### config.mk
export PLATFORM = sky130hd
export DESIGN_NAME = piece_dropper
export DESIGN_NICKNAME = d
export VERILOG_FILES = /design/src/rtl/piece_dropper.sv
export SDC_FILE = /design/constraint.sdc
export NUM_CORES = 1
export LEC_CHECK = 0
export CORE_MARGIN = 4
export CORE_UTILIZATION = 25
export CTS_BUF_LIST = sky130_fd_sc_hd__clkbuf_4
export CTS_CLUSTER_DIAMETER = 200
export CTS_CLUSTER_SIZE = 28
export DETAILED_ROUTE_END_ITERATION = 8
export PLACE_DENSITY = 0.55
export SETUP_SLACK_MARGIN = 0.15
export SYNTH_ARGS = -nofsm -noshare
export SYNTH_HDL_FRONTEND = slang
export SYNTH_SLANG_ARGS = --single-unit
### constraint.sdc
create_clock -name clk -period 2.35 [get_ports clk]
set_input_delay 0.5875 -clock clk [delete_from_list [all_inputs] [get_ports clk]]
set_output_delay 0.5875 -clock clk [all_outputs]
set_load 0.1 [all_outputs]
### src/rtl/piece_dropper.sv
// piece_dropper: owns the game board and performs piece drops. A request
// (column, player) is accepted in IDLE. The column is scanned bottom-up one
// cell per cycle, the piece is written into the lowest empty cell, and a
// one-cycle done pulse reports the landing coordinates.
module piece_dropper #(
  parameter int unsigned ROWS = 8,
  parameter int unsigned COLS = 8
) (
  input  logic                     clk,
  input  logic                     rst_n,
  input  logic                     i_clear,
  input  logic                     i_drop_valid,
  output logic                     o_drop_ready,
  input  logic [2:0]               i_drop_col,
  input  logic [1:0]               i_drop_player,
  output logic                     o_done,
  output logic                     o_done_ok,
  output logic [2:0]               o_done_row,
  output logic [2:0]               o_done_col,
  output logic [6:0]               o_piece_count,
  output logic                     o_board_full,
  output logic [ROWS*COLS*2-1:0]   o_board_out
);

  localparam int unsigned NCells = ROWS * COLS;
  localparam int unsigned IdxW   = (NCells > 1) ? $clog2(NCells) : 1;

  typedef enum logic [1:0] {StIdle, StScan, StWrite, StDone} state_e;

  state_e                  r_state;
  logic [NCells-1:0][1:0]  r_board;
  logic [6:0]              r_count;
  logic [2:0]              r_col;
  logic [1:0]              r_player;
  logic [2:0]              r_scan_row;
  logic                    r_done;
  logic                    r_done_ok;
  logic [2:0]              r_done_row;
  logic [2:0]              r_done_col;

  logic [IdxW-1:0]         w_idx;
  logic [1:0]              w_cell;
  logic                    w_illegal;
  logic                    w_last_row;
  logic                    w_full;

  // Flat cell index of the cell currently being scanned or written.
  assign w_idx      = IdxW'(32'(r_scan_row) * COLS + 32'(r_col));
  assign w_cell     = r_board[w_idx];
  assign w_illegal  = (32'(i_drop_col) >= COLS) || (i_drop_player == 2'b00) ||
                      (i_drop_player == 2'b11);
  assign w_last_row = (r_scan_row == 3'(ROWS - 1));
  assign w_full     = (r_count == 7'(NCells));

  assign o_drop_ready  = (r_state == StIdle) && !i_clear;
  assign o_done        = r_done;
  assign o_done_ok     = r_done_ok;
  assign o_done_row    = r_done_row;
  assign o_done_col    = r_done_col;
  assign o_piece_count = r_count;
  assign o_board_full  = w_full;
  assign o_board_out   = r_board;

  // Drop FSM: accept, scan bottom-up, write, then pulse done for one cycle.
  always_ff @(posedge clk or negedge rst_n) begin
    if (!rst_n) begin
      r_state    <= StIdle;
      r_board    <= '0;
      r_count    <= '0;
      r_col      <= '0;
      r_player   <= '0;
      r_scan_row <= '0;
      r_done     <= 1'b0;
      r_done_ok  <= 1'b0;
      r_done_row <= '0;
      r_done_col <= '0;
    end else if (i_clear) begin
      // Abort: done_row/done_col/done_ok intentionally keep their values.
      r_state <= StIdle;
      r_board <= '0;
      r_count <= '0;
      r_done  <= 1'b0;
    end else begin
      r_done <= 1'b0;
      unique case (r_state)
        StIdle: begin
          if (i_drop_valid) begin
            r_col      <= i_drop_col;
            r_player   <= i_drop_player;
            r_scan_row <= '0;
            r_done_col <= i_drop_col;
            if (w_illegal) begin
              r_state   <= StDone;
              r_done    <= 1'b1;
              r_done_ok <= 1'b0;
            end else begin
              r_state <= StScan;
            end
          end
        end
        StScan: begin
          if (w_cell == 2'b00) begin
            r_state <= StWrite;
          end else if (w_last_row) begin
            r_state   <= StDone;
            r_done    <= 1'b1;
            r_done_ok <= 1'b0;
          end else begin
            r_scan_row <= r_scan_row + 3'd1;
          end
        end
        StWrite: begin
          r_board[w_idx] <= r_player;
          if (!w_full) begin
            r_count <= r_count + 7'd1;
          end
          r_done_row <= r_scan_row;
          r_done_ok  <= 1'b1;
          r_done     <= 1'b1;
          r_state    <= StDone;
        end
        StDone: begin
          r_state <= StIdle;
        end
      endcase
    end
  end

endmodule

==> results.py <==
metrics = {
    "outcome": {
        "status": "complete, but fails checks",
        "violations": "negative setup slack",
    },
    "sta": {
        "hold_viol_final": 0,
        "setup_violations": 7,
        "worst_slew_pin_slew_ns": 0.697,
        "fmax_ghz": 0.383,
        "finalMaxSlewViolations": 0,
        "rsz0062_at_grt": "true",
        "period_needed_ns": 2.61,
        "finalWorstSetupSlack_ns": -0.261,
        "slew-limit-headroom": 0.535,
        "finClkSkew_ns": 0.0263,
        "fin_crit_sh": 1.11,
    },
    "worst_setup_path": {
        "crit_path_top_delay_cell": "dfrtp_4",
        "criticalPathCategory": "flip-flop to flip-flop",
        "cp_cell_sequence": "buf_12 -> buf_6 -> mux2i_1 -> a22oi_1 -> a211oi_2 -> a211oi_2 -> a211oi_2 -> a21oi_2 -> or2_1 -> a221oi_2",
        "timing.rr.end": "r_state[1]",
        "reg2reg_from": "o_done_col[0]",
        "setup.worst_path.end": "r_state[1]",
        "worstSetupStartpoint": "o_done_col[0]",
        "crit_buf_inv": 2,
        "crit_arrival_ns": 3.10,
        "crit_fanout": 13,
        "endpoint_kind": "flip-flop",
        "r2r_slack_ns": -0.26,
        "crit_family": "compound AO/OA/AOI/OAI gates",
        "worst_path_most_repeated_cell": "a211oi_2",
        "cp.required_ns": 2.83,
        "cpPeakStageDelay_ns": 0.57,
        "r2r_cells": 10,
        "crit_cells": 10,
        "startpoint_type": "flip-flop",
    },
    "final_layout": {
        "area_growth_pct": 37.0,
        "drive_above_1_share": 0.322,
        "layout.nets": 1147,
        "num-fill-cells": 3190,
    },
    "synthesis": {
        "synth_cell_types": 59,
        "ys_ff_latch": 150,
        "syn-num-nets": 939,
        "mappedNetlistArea_sq_mm": 0.00781,
        "netlist_instances": 922,
        "avgSynthCellArea_sq_um": 8.47,
        "async_flop_share": 1.00,
        "yosys_warnings": 0,
        "ys_seq_area_frac": 0.481,
        "synth-edff-count": 0,
        "synthFlopType": "dfrtp_1",
    },
    "place": {
        "gp_congestion": 0.834,
        "hpwl_mm": 21.0,
        "dpl_worst_slack_ns": -0.301,
        "portBuffers": 153,
    },
    "clock_network": {
        "cts.htree.levels": 4,
        "clk_latency_ns": 0.57,
        "clock_sinks": 150,
        "max-clock-path-buffers": 2,
        "cts_tree": "yes",
        "cts_made_buffers": 17,
        "clockRootBuffer": "clkbuf_4",
        "path_clk_slew_ns": 0.15,
    },
    "power_and_ir_drop": {
        "combinationalPowerShare": 0.506,
        "power.density_mw_per_mm2": 894,
        "total_power_w": 0.00956,
        "p_sw_frac": 0.439,
        "p_clk_frac": 0.192,
        "power.leakage_nw": 4.64,
        "pwr-share-seq": 0.302,
        "peakVddDrop_v": 0.000480,
        "p_int_w": 0.00537,
        "power_switching_w": 0.00419,
    },
    "floorplanning": {
        "coreArea_sq_mm": 0.0307,
        "die_w_um": 185,
        "start_util": 0.255,
        "ios": 154,
        "fp-row-count": 64,
        "fp.dieArea_sq_mm": 0.0341,
        "fp.dieH_um": 185,
    },
    "grt": {
        "track_usage": 0.168,
        "antenna_found_initial": 1,
        "grt_overflow_total": 0,
        "grt_pass1_wl_mm": 44.1,
        "grt_pass1_vias": 7242,
        "grt_max_degree": 122,
    },
    "drt": {
        "drtIter0Drc": 701,
        "finalWirelength_mm": 29.3,
        "dr.pass1.iters": 5,
        "drc": 0,
        "routedWlPerCell_um": 19.0,
        "via_per_inst": 4.94,
        "antenna_left": 0,
        "dr_total_vias": 7609,
    },
    "flow_run": {
        "drv_cap": 0,
    },
    "worst_hold_path": {
        "hold_path.class": "input pin to flip-flop",
    },
}
metal layers:
metal	vias to the layer above	track usage	wire length [um]
li1	3617	-	-
met1	3737	0.234	13400
met2	228	0.265	13700
met3	27	0.0409	1790
met4	0	0.0426	490
met5	-	0	0
cell usage in the layout (no fill, tap or decap), types with 6 or more instances in the layout:
| cell type | n |
|---|---|
| a21oi_1 | 126 |
| buf_12 | 16 |
| buf_4 | 241 |
| clkbuf_4 | 18 |
| clkdlybuf4s50_1 | 6 |
| dfrtp_1 | 127 |
| dfrtp_2 | 20 |
| ha_1 | 6 |
| mux2_2 | 12 |
| mux2i_1 | 21 |
| nand2_1 | 168 |
| nand2b_1 | 9 |
| nand3_1 | 74 |
| nor2_1 | 75 |
| nor2b_1 | 9 |
| nor3_1 | 13 |
| o21ai_0 | 71 |
power by group through the flow:
stage	Combinational (W)	Sequential [W]	Clock (W)
3_5_place_dp	0.00440	0.00298	0
2_1_floorplan	0.00212	0.00342	0
3_3_place_gp	0.00439	0.00298	0
4_1_cts	0.00461	0.00292	0.00189
6_report	0.00484	0.00289	0.00184
5_1_grt	0.00512	0.00291	0.00200
worst min-delay path by stage:
| stage | start | end | slack, ns | cells after the start |
|---|---|---|---|---|
| finish | i_clear | o_done | 0.38 | 2 |
| global route | i_clear | o_done | 0.34 | 2 |
| CTS | i_clear | r_state[1] | 0.32 | 2 |
| detailed placement | o_done_row[1] | o_done_row[1] | 0.50 | 1 |
| global placement | o_done_row[2] | o_done_row[2] | 0.50 | 1 |
| floorplan | rst_n | o_board_out[0] | 0.29 | 0 |
state kept, by name, summed over array words and instances, names as in the netlist:
register / count
o_board_out: 128
o_piece_count: 7
o_done_col: 3
o_done_row: 3
r_scan_row: 3
r_player: 2
r_state: 2
o_done: 1
o_done_ok: 1
Yosys cell counts, drive strengths merged (2+ instances only):
cell | count | area (sq um)
nand2b | 9 | 56.3
xor2 | 3 | 26.3
mux2i | 21 | 210
o22ai | 4 | 25.0
and3 | 2 | 12.5
a31oi | 2 | 12.5
buf | 15 | 101
or2 | 6 | 37.5
o21ai | 75 | 375
a21oi | 127 | 639
o21a | 2 | 15.0
mux2 | 13 | 150
inv | 9 | 33.8
and3b | 5 | 43.8
nor2 | 76 | 285
o22a | 2 | 17.5
and2 | 3 | 18.8
xnor2 | 3 | 26.3
ha | 8 | 100
a211oi | 10 | 80.1
a221o | 2 | 20.0
o21bai | 2 | 15.0
o31ai | 2 | 15.0
nand4 | 4 | 25.0
mux4 | 2 | 45.0
nor2b | 9 | 56.3
o311ai | 2 | 35.0
nor3b | 2 | 15.0
a311oi | 2 | 17.5
clkbuf | 66 | 248
dfrtp | 150 | 3750
nor3 | 16 | 80.1
a22o | 3 | 26.3
nand3 | 77 | 385
nand2 | 169 | 634
or3 | 5 | 31.3
worst reg2reg max path, delay by kind of cell (launching register included):
| family | cells | cell delay (ns) |
|---|---|---|
| compound gates | 6 | 1.25 |
| buf+inv | 2 | 0.29 |
| flops | 1 | 0.57 |
| mux | 1 | 0.15 |
| simple gates | 1 | 0.28 |
repair_timing:
item / 4_1_cts / 5_1_grt
hold endpoints to repair: 35 / 0
cloned: 0 / 0
resized for setup: 17 / 15
setup endpoints to repair: 18 / 12
hold buffers: 1 / 0
pin swaps: 8 / 12
buffers inserted: 12 / 9
cell families after synthesis:
logic type / synth area share
adder cells (fa/ha/maj): 0.0128
flip-flops: 0.481
AND/OR/NAND/NOR: 0.219
multiplexers: 0.0519
buffers and inverters: 0.0490
AO/OA/AOI/OAI: 0.180
XOR/XNOR: 0.00673
stage by stage:
step / utilization / setup TNS [ns] / instance area [sq um] / cells / hold WS (ns)
finish: 0.349 / -1.57 / 10700 / 1540 / 0.383
CTS: 0.345 / -1.36 / 10600 / 1530 / 0.323
detailed placement: 0.329 / -1.75 / 10100 / 1485 / 0.497
global placement: 0.329 / -1.33 / 10100 / 1485 / 0.495
global route: 0.349 / -2.72 / 10700 / 1540 / 0.338
floorplan: - / -1.49 / 7870 / 922 / 0.292
final cells by class:
class / count / area [sq um] / share of cell area
repair buffers: 270 / 2270 / 0.212
flip-flops and latches: 150 / 3790 / 0.354
diodes: 1 / 2.50 / 0.000234
well taps: 396 / 495 / 0.0463
clock buffers: 18 / 135 / 0.0126
clock inverters: 14 / 184 / 0.0172
multi-input cells: 682 / 3780 / 0.353
inverters: 9 / 40.0 / 0.00374
No activity file was read; power rests on OpenSTA's default activity.
